--- config.mk ---
export PLATFORM = sky130hd
export DESIGN_NAME = router_port_tx
export DESIGN_NICKNAME = d
export VERILOG_FILES = /design/src/rtl/router_port_tx.sv
export SDC_FILE = /design/constraint.sdc
export NUM_CORES = 1
export LEC_CHECK = 0
export ABC_AREA = 1
export CORE_ASPECT_RATIO = 0.6
export CORE_UTILIZATION = 50
export CTS_CLUSTER_SIZE = 25
export DETAILED_ROUTE_END_ITERATION = 8
export DONT_BUFFER_PORTS = 1
export PLACE_DENSITY = 0.75
export SYNTH_ARGS = -nofsm -noshare
export SYNTH_HDL_FRONTEND = slang
export SYNTH_SLANG_ARGS = --single-unit
--- constraint.sdc ---
create_clock -name clock -period 2.4 [get_ports clock]
set_input_delay 0.48 -clock clock [delete_from_list [all_inputs] [get_ports clock]]
set_output_delay 0.48 -clock clock [all_outputs]
set_load 0.02 [all_outputs]
--- src/rtl/router_port_tx.sv ---
// Serializes byte packets onto one router input port: address, pad, payload.
// Ports:
//   clock, reset           rising-edge clock, synchronous active-high reset
//   s_valid/s_ready        byte-stream handshake from the packet source
//   s_data, s_last, s_da   payload byte, end-of-packet flag, destination
//   busy_n                 router busy (low = busy), honoured only in IDLE
//   din, frame_n, valid_n  registered serial lines to the router
//   pkt_done               one-cycle pulse after the last payload bit
module router_port_tx #(
  parameter int PAD_CYCLES = 5
) (
  input  logic       clock,
  input  logic       reset,
  input  logic       s_valid,
  output logic       s_ready,
  input  logic [7:0] s_data,
  input  logic       s_last,
  input  logic [3:0] s_da,
  input  logic       busy_n,
  output logic       din,
  output logic       frame_n,
  output logic       valid_n,
  output logic       pkt_done
);

  typedef enum logic [2:0] {
    IDLE,
    ADDR,
    PAD,
    DATA,
    WAIT,
    GAP
  } state_e;

  localparam logic [3:0] PAD_LAST = 4'(PAD_CYCLES - 1);

  state_e     state_q, state_d;
  logic [3:0] cnt_q, cnt_d;
  logic [3:0] da_q, da_d;
  logic [7:0] byte_q, byte_d;
  logic       last_q, last_d;

  logic       din_q, din_d;
  logic       frame_n_q, frame_n_d;
  logic       valid_n_q, valid_n_d;
  logic       pkt_done_q, pkt_done_d;

  logic       xfer;

  always_comb begin
    s_ready = 1'b0;
    unique case (state_q)
      IDLE:    s_ready = busy_n;
      DATA:    s_ready = (cnt_q == 4'd7) && !last_q;
      WAIT:    s_ready = 1'b1;
      default: s_ready = 1'b0;
    endcase
  end

  assign xfer = s_valid && s_ready;

  always_comb begin
    state_d = state_q;
    cnt_d   = cnt_q;
    da_d    = da_q;
    byte_d  = byte_q;
    last_d  = last_q;
    unique case (state_q)
      IDLE: begin
        if (xfer) begin
          da_d    = s_da;
          byte_d  = s_data;
          last_d  = s_last;
          cnt_d   = 4'd0;
          state_d = ADDR;
        end
      end
      ADDR: begin
        if (cnt_q == 4'd3) begin
          cnt_d   = 4'd0;
          state_d = PAD;
        end else begin
          cnt_d = cnt_q + 4'd1;
        end
      end
      PAD: begin
        if (cnt_q == PAD_LAST) begin
          cnt_d   = 4'd0;
          state_d = DATA;
        end else begin
          cnt_d = cnt_q + 4'd1;
        end
      end
      DATA: begin
        if (cnt_q == 4'd7) begin
          cnt_d = 4'd0;
          if (last_q) begin
            state_d = GAP;
          end else if (xfer) begin
            // next byte chains straight on, no bubble
            byte_d = s_data;
            last_d = s_last;
          end else begin
            state_d = WAIT;
          end
        end else begin
          cnt_d = cnt_q + 4'd1;
        end
      end
      WAIT: begin
        if (xfer) begin
          byte_d  = s_data;
          last_d  = s_last;
          cnt_d   = 4'd0;
          state_d = DATA;
        end
      end
      GAP: begin
        cnt_d   = 4'd0;
        state_d = IDLE;
      end
      default: begin
        cnt_d   = 4'd0;
        state_d = IDLE;
      end
    endcase
  end

  // Outputs are decoded from the next state so the registered lines
  // line up with the state the FSM is in during that cycle.
  always_comb begin
    din_d      = 1'b0;
    frame_n_d  = 1'b1;
    valid_n_d  = 1'b1;
    pkt_done_d = 1'b0;
    unique case (state_d)
      ADDR: begin
        din_d     = da_d[cnt_d[1:0]];
        frame_n_d = 1'b0;
      end
      PAD: begin
        din_d     = 1'b1;
        frame_n_d = 1'b0;
      end
      DATA: begin
        din_d     = byte_d[cnt_d[2:0]];
        valid_n_d = 1'b0;
        frame_n_d = (cnt_d == 4'd7) && last_d;
      end
      WAIT: begin
        frame_n_d = 1'b0;
      end
      GAP: begin
        pkt_done_d = 1'b1;
      end
      default: begin
        din_d = 1'b0;
      end
    endcase
  end

  always_ff @(posedge clock) begin
    if (reset) begin
      state_q    <= IDLE;
      cnt_q      <= 4'd0;
      da_q       <= 4'd0;
      byte_q     <= 8'd0;
      last_q     <= 1'b0;
      din_q      <= 1'b0;
      frame_n_q  <= 1'b1;
      valid_n_q  <= 1'b1;
      pkt_done_q <= 1'b0;
    end else begin
      state_q    <= state_d;
      cnt_q      <= cnt_d;
      da_q       <= da_d;
      byte_q     <= byte_d;
      last_q     <= last_d;
      din_q      <= din_d;
      frame_n_q  <= frame_n_d;
      valid_n_q  <= valid_n_d;
      pkt_done_q <= pkt_done_d;
    end
  end

  assign din      = din_q;
  assign frame_n  = frame_n_q;
  assign valid_n  = valid_n_q;
  assign pkt_done = pkt_done_q;

endmodule

Word-level counts from Yosys, hierarchy flattened
Cells that the tools add are included.
{"block": "totals", "wordCells": 65, "register_bits": 24}
{"block": "classes", "n_mux": 33, "add_sub_neg": 1, "n_reduce_logical": 7, "n_lt_le_gt_ge": 2, "eq_ne": 13}
{"op": "2-to-1 mux 4 bit", "count": 6}
{"op": "2-to-1 mux 8 bit", "count": 3}
{"op": "2-to-1 mux 3 bit", "count": 7}
{"op": "case mux 4 bit (4 select lines)", "count": 1}
{"op": "case mux 8 bit (2 select lines)", "count": 1}
{"op": "case mux 3 bit (5 select lines)", "count": 1}
{"op": "equality test 3 x 2 -> 1 bit (second input constant)", "count": 4}
{"op": "equality test 4 x 3 -> 1 bit (second input constant)", "count": 3}
{"op": "equality test 3 bit (second input constant)", "count": 3}
{"op": "2-to-1 mux 1 bit", "count": 8}
{"op": "equality test 3 x 1 -> 1 bit (second input constant)", "count": 2}
{"op": "case mux 1 bit (3 select lines)", "count": 2}
{"op": "adder 4 x 1 -> 4 bit (second input constant)", "count": 1}
{"op": "equality test 4 x 2 -> 1 bit (second input constant)", "count": 1}
{"op": "less-than comparator 3 x 4 -> 1 bit (second input constant)", "count": 1}
{"op": "case mux 1 bit (2 select lines)", "count": 2}
{"op": "binary-select mux 1 bit (select 3 bit)", "count": 1}
{"op": "logical AND 1 bit", "count": 3}
{"op": "zero test 3 bit", "count": 1}
{"op": "less-than comparator 2 x 3 -> 1 bit (second input constant)", "count": 1}
{"op": "OR reduction 3 bit", "count": 1}
{"op": "binary-select mux 1 bit (select 2 bit)", "count": 1}
{"op": "OR reduction 2 bit", "count": 1}
{"op": "zero test 1 bit", "count": 1}

Logic depth before layout (Yosys ltp)
{"block": "logic_depth", "depth_word": 11, "ltp_mapped": 14, "ltp_nobuf": 14}

Worst setup path after synthesis
No wires, ideal clock.
{"block": "synth_path", "path_type": "flip-flop to flip-flop", "start": "register cnt_q[0]", "end": "register din_q, in the netlist din", "slack_ns": 0.524, "setup_time_ns": 0.118, "n_path_buf": 0, "required_time_ns": 2.282, "t_arrival_ns": 1.758, "synth_period_minus_slack_ns": 1.876, "stages_incl_launch_ff": 15, "cell_sequence": "dfxtp_1 ha_1 nand2_2 nor2_4 nand3_2 nand2_4 nand2_4 nand2_2 nand2_1 nand3_2 nand2_1 nand3_1 nand2_1 a21oi_1 a21oi_1"}
{"block": "synth_between", "elab_chain_cells": 11, "elab_cells_between_ends": 34, "cone_classes": "add/sub: 1; eq/ne: 6; mux: 25; reduce/logical: 2"}
{"element": "start, declared", "line": "38", "source": "logic [3:0] cnt_q, cnt_d;"}
{"element": "start signal, assigned", "line": "175", "source": "cnt_q <= cnt_d;"}
{"element": "equality test 4 x 3 -> 1 bit (*)", "line": "54", "source": "DATA: s_ready = (cnt_q == 4'd7) && !last_q;"}
{"element": "logical AND 1 bit (*)", "line": "54"}
{"element": "case mux 1 bit (3 select lines) (*)", "line": "52", "source": "unique case (state_q)"}
{"element": "named net s_ready", "line": "15", "source": "output logic s_ready,"}
{"element": "logical AND 1 bit (*)", "line": "60", "source": "assign xfer = s_valid && s_ready;"}
{"element": "2-to-1 mux 8 bit", "line": "70, 99, 111"}
{"element": "2-to-1 mux 8 bit", "line": "97", "source": "if (last_q) begin"}
{"element": "2-to-1 mux 8 bit", "line": "95", "source": "if (cnt_q == 4'd7) begin"}
{"element": "case mux 8 bit (2 select lines)", "line": "68", "source": "unique case (state_q)"}
{"element": "binary-select mux 1 bit (select 3 bit)", "line": "146", "source": "din_d = byte_d[cnt_d[2:0]];"}
{"element": "2-to-1 mux 1 bit (implied by the code)", "line": "146"}
{"element": "case mux 1 bit (3 select lines) (*)", "line": "136", "source": "unique case (state_d)"}
{"element": "end signal, assigned", "line": "179", "source": "din_q <= din_d;"}
{"element": "end, declared", "line": "43", "source": "logic din_q, din_d;"}
The timed path passes the listed nets; every way through them passes the cells marked *. The select of a mux whose other input is x is not followed.
A chain may end at the register's enable or synchronous reset.

Worst setup path after layout
Same ends and word-level chain as after synthesis.

==> summary.txt <==
Run status
  – Outcome: finished clean

Pwr
  – Overall power: about 1.1 mW
  – Static Leak: roughly 0.64 nW
  – Gate power share: 0.320
  – Net Sw Power: 384 uW
  – Clock Power Share: 0.253
  – Cell internal pwr: between 600 and 700 uW
  – Max rail drop VDD: 0.000321 V
  – Switching share of power: 0.356
  – Flop pwr share: 0.428
  – PD cells: 733 nW/um2

Min path
  – HP Class: in -> reg

Place
  – RD Place Congestion: 0.905
  – Placed cell area: around 1400 um2
  – I/O Buffers: 0
  – HPWL Detailed: approximately 2400 um
  – DP Cell Count: 230
  – Pre-CTS WS: about 240 ps

Cells and area
  – Core Util, Final: 0.571
  – Antenna cells: 0
  – Filler instances: roughly 240
  – Finished layout cell area: 1470 um2
  – FF/Latch Area: approximately 480 um2
  – Layout Nets: about 220
  – P&R area growth vs syn: 5.28%
  – Commonest cells after routing, fill and taps aside: nand2_1, inv_1, nor2_1
  – Multi-input combinational cell area: around 760 um2
  – Final cell count without fillers: between 200 and 250
  – Leading cell type in the layout, fill and taps excluded: nand2_1
  – Share of cells above drive strength 1: 0.173

STA
  – Final Max Slew Viols: 0
  – RSZ-0062 raised after global routing: no
  – Setup tns final: 0 ps
  – Final period utilization: 0.906
  – Rel. slew slack: 0.726
  – Slew @ Worst Pin: roughly 410 ps
  – # setup viols final: 0
  – Hold Slack: approximately 270 ps
  – Minimum clock period: approximately 2200 ps
  – Hold Vio Cnt, Final: 0
  – Fmax: 0.460 GHz
  – Worst Skew: approximately 5.6 ps
  – Worst setup margin: 226 ps

Detailed routing
  – Vias/cell: 5.31
  – Via Count: approximately 1.2k
  – Avg WL per Cell: ~13 um
  – Residual DRC: 0
  – Routed WL: 3060 um
  – Antenna-violating nets left: 0
  – First-pass iteration count of the detailed router: 5
  – Iter 0 DRT Violations: between 100 and 150

Global route
  – Vias in the first global route: approximately 1.0k
  – GRT Resource Usage Total: 0.217
  – Congestion Overflow GR: 0
  – Largest net degree at the start of global routing: 23
  – First-pass GRT wire length: 5000 um
  – Initial antenna violation count: 0

Synthesis
  – Dominant synthesized flop cell: dfxtp_1
  – Mapped Cells: 200
  – Syn nets: ~220
  – Sequential share of the synthesized area: 0.344
  – Register bit total from synthesis: 24
  – Avg Synthesized Cell Area: about 7.0 um2
  – Post-synth EDFFs: 0
  – Async set-reset flop share out of synthesis: 0
  – Unique cell type count in the Yosys netlist: 30
  – Synth warnings: 0
  – Cell area after synthesis: around 1400 um2

Setup path
  – Critical Path AT: around 2300 ps
  – Crit path capture type: flop
  – CP max stage delay: between 300 and 400 ps
  – Slowest cell on the critical path: dfxtp_1
  – WP data required: about 2600 ps
  – CP dominant cell by count: nand2_1
  – CP Cell Sequence: ha_1, nand2_2, nor2_4, nand3_2, nand2_4, nand2_8, nand2_2, nand2_1, nand3_2, nand2_1, nand3_1, nand2_1, a21oi_1, a21oi_1
  – Critical Path Start Type: flop
  – CP Class: reg -> reg
  – CP Max Fanout: 16

Clocking
  – Clk Latency, worst-skew pair: around 270 ps
  – CTS sink cnt: 24
  – Post-CTS Hold Buffers: 0
  – Htree depth: 1
  – Clk root buf: clkbuf_8
  – Num CTS Buffers: 3
  – Max clock buf depth: 2
  – CTS tree: done
  – Clock Pin Slew Worst Setup and Hold Paths: about 80 ps

Floorplan
  – Placement Rows: 14
  – Initial core utilization: 0.543
  – Die H: ~43 um
  – I/O pin cnt: 22
  – Die W: 70.3 um
  – Die footprint: just over 3000 um2
  – CORE AREA: between 2000 and 3000 um2

Flow run
  – Max-Cap Viols: 0
[kinds of logic after synthesis]
family | Yosys count | share of synthesized area
AOI/OAI and AO/OA | 28 | 0.128
adders and majority gates | 2 | 0.0179
buffers and inverters | 34 | 0.115
DFF | 24 | 0.344
and+or+nand+nor | 112 | 0.395
[power by group through the flow]
| stage | Sequential (mW) | Clock (mW) | Combinational, mW |
|---|---|---|---|
| after floorplan | 0.469 | 0 | 0.275 |
| after global placement | 0.470 | 0 | 0.330 |
| after detailed placement | 0.471 | 0 | 0.335 |
| after CTS | 0.462 | 0.278 | 0.337 |
| after global routing | 0.466 | 0.298 | 0.386 |
| final | 0.461 | 0.272 | 0.345 |
[synthesized netlist by cell type (3+ instances only)]
master | n | share of area
a21oi_1 | 5 | 0.018
dfxtp_1 | 24 | 0.34
inv_1 | 28 | 0.075
nand2_1 | 40 | 0.11
nand2_2 | 7 | 0.031
nand3_1 | 16 | 0.057
nand3_2 | 4 | 0.029
nand4_1 | 3 | 0.013
nor2_1 | 27 | 0.073
nor3_1 | 3 | 0.011
o211ai_1 | 3 | 0.016
o21ai_0 | 5 | 0.018
o21ai_1 | 6 | 0.021
o21ai_2 | 7 | 0.044
or2_0 | 3 | 0.013
[cell type report]
cell class                 count  area share
tap                           32      0.0272
timing repair buffer           1     0.00510
inverter                      31      0.0842
clock buffer                   4      0.0374
multi-input combinational    142       0.520
sequential                    24       0.327
[layer usage]
| metal | up-vias | part of all wire | track usage |
|---|---|---|---|
| li1 | 643 | - | - |
| met1 | 559 | 0.54 | 0.348 |
| met2 | 38 | 0.38 | 0.284 |
| met3 | 3 | 0.084 | 0.0618 |
| met4 | 0 | 0.0033 | 0.0240 |
| met5 | - | 0 | 0 |
[path summary, 6_finish.rpt]
path	end	slack [ps]	depth (start not counted)	start
min	da_q[1]	270	1	reset
max reg2reg	din	230	14	cnt_q[0]
max	din	230	14	cnt_q[0]
min reg2reg	byte_q[4]	500	2	byte_q[4]
[critical path, delay by kind of cell, from the launching register on]
kind                     cells  cell delay (ps)
adder cells (fa/ha/maj)      1              190
AO/OA/AOI/OAI                2              220
AND/OR/NAND/NOR             11             1310
flip-flops                   1              340
[what timing repair did]
item | 4_1_cts | 5_1_grt
setup buffers | 0 | 0
gates resized for setup | 0 | 1
endpoints found under the setup margin | 0 | 1
[registers in the layout, summed over array words and instances (netlist names)]
| signal | flops |
|---|---|
| da_q | 4 |
| byte_q | 8 |
| state_q | 3 |
| last_q | 1 |
| frame_n | 1 |
| cnt_q | 4 |
| valid_n | 1 |
| pkt_done | 1 |
| din | 1 |
Note: power is estimated with default switching activity, not from simulation.
==> RTL change 1: new RTL, same flow settings <==
Encoding of `state_e`: now one-hot (6 bits for 6 states).
--- a/src/rtl/router_port_tx.sv
+++ b/src/rtl/router_port_tx.sv
@@ -25,9 +25,9 @@
 
-  typedef enum logic [2:0] {
-    IDLE,
-    ADDR,
-    PAD,
-    DATA,
-    WAIT,
-    GAP
+  typedef enum logic [5:0] {
+    IDLE = 6'b000001,
+    ADDR = 6'b000010,
+    PAD  = 6'b000100,
+    DATA = 6'b001000,
+    WAIT = 6'b010000,
+    GAP  = 6'b100000
   } state_e;
Check against the original RTL: same outputs for any inputs over 10 cycles, from zero or initial values and one cycle with reset high; not proved beyond that.
==> RTL change 1 against the original RTL <==
Fmax shrank 1.3%; critical endpoint unchanged; non-clock buffer count shrank 1; total power decreased by 3.4%; area after synthesis is 7.8% higher; cell area is 7.7% higher; worst setup slack lost 0.029 ns; routed wire length grew 7.1%; critical path depth fell by 2; sequential cell count rose by 3; die area increased by 7.5%; clock power hardly changed.
==> RTL change 1: results (changes against the original RTL) <==
- Yosys warning total: 0 (unchanged)
- DR WL/cell: 13.28 microns (was 13.09 microns)
- Area post-placement: 1534 sq um (was 1408 sq um)
- Leakage power: 0.7108 nW (was 0.6444 nW)
- Maximum root-to-sink buffer count: 2 (unchanged)
- CP Data Arrival Time: 2.39 ns (was 2.34 ns)
- Pin count of the biggest net entering global routing: 27 (was 23)
- DR vias: 1303 (was 1243)
- Top post-synthesis cells by count: nand2_1, nor2_1, inv_1 (was nand2_1, inv_1, nor2_1)
- Worst-Skew Late Latency: 0.28 ns
- First-pass DRT Iterations: 4 (was 5)
- Switch share: 33.70% (was 35.57%)
- Vias in the first global route: 1168 (was 1047)
- Biggest regs: byte_q (8), state_q (6) (was byte_q (8), cnt_q (4), da_q (4))
- Post-CTS Setup Bufs: 0 (unchanged)
- Critical path's slowest cell: dfxtp_1 (unchanged)
- DR iter-0 viols: 159 (was 129)
- Worst Skew: 0.005438 ns (was 0.005613 ns)
- HP Class: primary input to flop (unchanged)
- Cells after DPL: 243 (was 230)
- CTS buffer count: 3 (unchanged)
- Synth unique cells: 31 (was 30)
- HPWL Detailed: 2508 microns (was 2419 microns)
- Place WS: 0.2356 ns (was 0.2398 ns)
- Root buf cell: clkbuf_8 (unchanged)
- Max FO, Critical Path: 18 (was 16)
- H-tree depth: 1 (unchanged)
- Post-CTS resize count: 0 (unchanged)
- Initial antenna violation count: 0 (unchanged)
- Slew margin rel.: 59.27% (was 72.64%)
- First-pass GRT wire length: 5471 microns (was 4995 microns)
- Final #Nets: 227 (was 222)
- CTS clk-pin slew, worst paths: 0.10 ns (was 0.08 ns)
- Top post-synthesis cells by area: dfxtp_1, nand2_1, nor2_1, inv_1, nand3_1 (was dfxtp_1, nand2_1, inv_1, nor2_1, nand3_1)
- Filler instances: 262 (was 243)
- Final GP Congestion: 0.9734 (was 0.9049)
- VDD IR max: 368.7 uV (was 321.4 uV)
- Sequential share of the synthesized area: 35.88% (was 34.38%)
- Syn Area/Cell: 7.278 sq um (was 6.988 sq um)
- CP peak stage delay: 0.46 ns (was 0.34 ns)
- GR Util All Layers: 22.97% (was 21.71%)
- Status: finished, final reports clean (unchanged)
- Ratio of cells with drive above 1 in the final layout: 14.49% (was 17.33%)
- Total global routing overflow: 0 (unchanged)
- Final wirelength: 3279 microns (was 3063 microns)
- IO buf count: 0 (unchanged)
- Delay-heaviest family, CP: simple AND/OR/NAND/NOR gates (unchanged)
- Diode count: 0 (unchanged)
- Async SR Flop Fraction: 0% (unchanged)
==> RTL change 1: layout make-up <==
cell class / count / share of cell area, %
tap: 40 / 3.160
clock inverter: 1 / 0.5529
sequential: 27 / 34.12
inverter: 34 / 8.215
clock buffer: 3 / 2.607
multi-input combinational: 142 / 51.34
==> RTL change 1: kinds of logic (layout without fill, tap and decap cells) <==
logic type      Yosys count  in the layout  synth area share (%)
simple gates            117            117                 42.61
buf+inv                  38             38                 10.13
flops                    27             27                 35.88
compound gates           21             21                 8.555
fa+ha+maj                 2              2                 1.661
xor+xnor                  2              2                 1.163
==> RTL change 1: power groups by stage <==
stage,logic (W),clock network [W],registers (W)
finish,0.000258,0.000272,0.000511
CTS,0.000256,0.000282,0.000510
global route,0.000293,0.000298,0.000513
detailed placement,0.000253,0,0.000521
global placement,0.000252,0,0.000519
floorplan,0.000221,0,0.000516
==> RTL change 1: metrics by stage <==
stage | util, % | power (W)
2_1_floorplan | - | 0.0007364
3_3_place_gp | 57.24 | 0.0007714
3_5_place_dp | 57.24 | 0.0007742
4_1_cts | 59.10 | 0.001049
5_1_grt | 59.10 | 0.001104
6_report | 59.10 | 0.001041
==> RTL change 1: routing by layer <==
layer	vias up	part of all wire [%]	global-route usage, %
met4	0	0.40	3.529
met2	56	38	31.96
met5	-	0	0
li1	667	-	-
met3	2	9.5	9.112
met1	578	52	33.66
==> RTL change 1: final timing paths <==
path | endpoint | slack (ns) | depth (start not counted) | from
worst max-delay path | din | 0.20 | 12 | cnt_q[0]
worst min-delay path | din | 0.25 | 1 | reset
worst max register to register | din | 0.20 | 12 | cnt_q[0]
worst min register to register | da_q[3] | 0.50 | 2 | da_q[3]
==> RTL change 2: new RTL, same settings <==
Made on the original files. Take the reset off `byte_q` and load it in a clocked block of its own.
--- a/src/rtl/router_port_tx.sv
+++ b/src/rtl/router_port_tx.sv
@@ -166,3 +166,2 @@
       da_q       <= 4'd0;
-      byte_q     <= 8'd0;
       last_q     <= 1'b0;
@@ -176,3 +175,2 @@
       da_q       <= da_d;
-      byte_q     <= byte_d;
       last_q     <= last_d;
@@ -183,2 +181,6 @@
     end
+  end
+
+  always_ff @(posedge clock) begin
+    byte_q <= byte_d;
   end
Formal check against the unedited RTL: same outputs for any inputs over 10 cycles, from zero or initial values and one cycle with reset high; that may be too few to reach the edited logic, so the function may still have changed.
==> RTL change 2 against the original RTL <==
Routed wire length decreased by 9.2%; area after synthesis decreased by 5.6%; sequential cell count unchanged; global-route usage decreased by 1.3 points; worst setup slack got worse by 0.040 ns; cell area decreased by 3.6%; utilization decreased by 0.50 points.
Power is not compared: it rests on default switching activity, and its combinational part moved more than twofold at a synthesized area within 25%.
==> RTL change 2: results (changes against the original RTL) <==
- Status: finished, final reports clean (unchanged)
- Hold slack: 0.2757 ns (was 0.2746 ns)
- Worst Tran Pin Value: 0.3622 ns (was 0.4062 ns)
- Sequential share of the synthesized area: 36.40% (was 34.38%)
- R2r setup slk: 0.19 ns (was 0.23 ns)
- Place WS: 0.2197 ns (was 0.2398 ns)
- Pin count of the biggest net entering global routing: 21 (was 23)
- Biggest regs: byte_q (8), cnt_q (4), da_q (4) (unchanged)
- DR vias/cell: 4.888 (was 5.312)
- Synth unique cells: 26 (was 30)
- Max FO, Critical Path: 7 (was 16)
- First-pass DRT Iterations: 4 (was 5)
- Ratio of cells with drive above 1 in the final layout: 9.615% (was 17.33%)
- Syn Area/Cell: 6.439 sq um (was 6.988 sq um)
- Cells after DPL: 236 (was 230)
- Final setup fails: 0 (unchanged)
- DR vias: 1173 (was 1243)
- Final #Nets: 228 (was 222)
- First-pass GRT wire length: 4360 microns (was 4995 microns)
- CP Data Arrival Time: 2.41 ns (was 2.34 ns)
- Top post-synthesis cells by area: dfxtp_1, nand2_1, inv_1, nand3_1, nor2_1 (was dfxtp_1, nand2_1, inv_1, nor2_1, nand3_1)
- Vias in the first global route: 988 (was 1047)
- Worst Skew: 0.007339 ns (was 0.005613 ns)
- Area post-placement: 1355 sq um (was 1408 sq um)
- Yosys warning total: 0 (unchanged)
- Final wirelength: 2781 microns (was 3063 microns)
- R2r startpoint: cnt_q[1] (was cnt_q[0])
- DR iter-0 viols: 136 (was 129)
- Hold EP: cnt_q[1] (was da_q[1])
- Syn nets: 224 (was 219)
- Top post-synthesis cells by count: nand2_1, inv_1, dfxtp_1 (was nand2_1, inv_1, nor2_1)
- Root buf cell: clkbuf_8 (unchanged)
- HPWL Detailed: 2156 microns (was 2419 microns)
[RTL change 2: cell types whose count changed after synthesis, sizes merged, moves of 2 or more]
cell    change
o211ai      -2
nand3       +2
nand2       +9
inv        +10
nor2        -7
or2         -4
nand4       -3
[RTL change 2: cells by family (layout without fill, tap and decap cells)]
logic type / after synthesis / after routing / synth area share, %
AO/OA/AOI/OAI: 28 / 28 / 11.57
AND/OR/NAND/NOR: 108 / 108 / 37.25
flip-flops: 24 / 24 / 36.40
buffers and inverters: 43 / 46 / 12.89
adder cells (fa/ha/maj): 2 / 2 / 1.895
[RTL change 2: layer usage]
layer	routed length, microns	track usage, %
met3	207	7.143
met4	9	2.500
met5	0	0
met1	1497	31.63
met2	1067	27.25
[RTL change 2: worst max-delay path by stage]
stage | to | slack, ns | depth (start not counted)
2_1_floorplan | din | 0.43 | 15
5_1_grt | din | 0.001 | 14
4_1_cts | frame_n | 0.19 | 13
3_3_place_gp | frame_n | 0.26 | 13
6_report | din | 0.19 | 14
3_5_place_dp | frame_n | 0.22 | 13
[RTL change 2: power by group through the flow]
stage	Sequential, W	Combinational [W]	Clock (W)
2_1_floorplan	0.000453	0.000136	0
3_3_place_gp	0.000454	0.000164	0
3_5_place_dp	0.000454	0.000165	0
4_1_cts	0.000445	0.000166	0.000275
5_1_grt	0.000449	0.000194	0.000293
6_report	0.000444	0.000168	0.000270
[RTL change 2: final cells by class]
class	instances	area, sq um
tap	32	40.04
timing repair buffer	2	15.01
sequential	24	480.5
fill	265	1086
clock buffer	4	55.05
multi-input combinational	138	678.2
inverter	40	150.1
[RTL change 2: timing repair]
| item | 4_1_cts | 5_1_grt |
|---|---|---|
| buffers inserted | 0 | 0 |
| setup endpoints to repair | 0 | 2 |
| gates resized for setup | 0 | 2 |
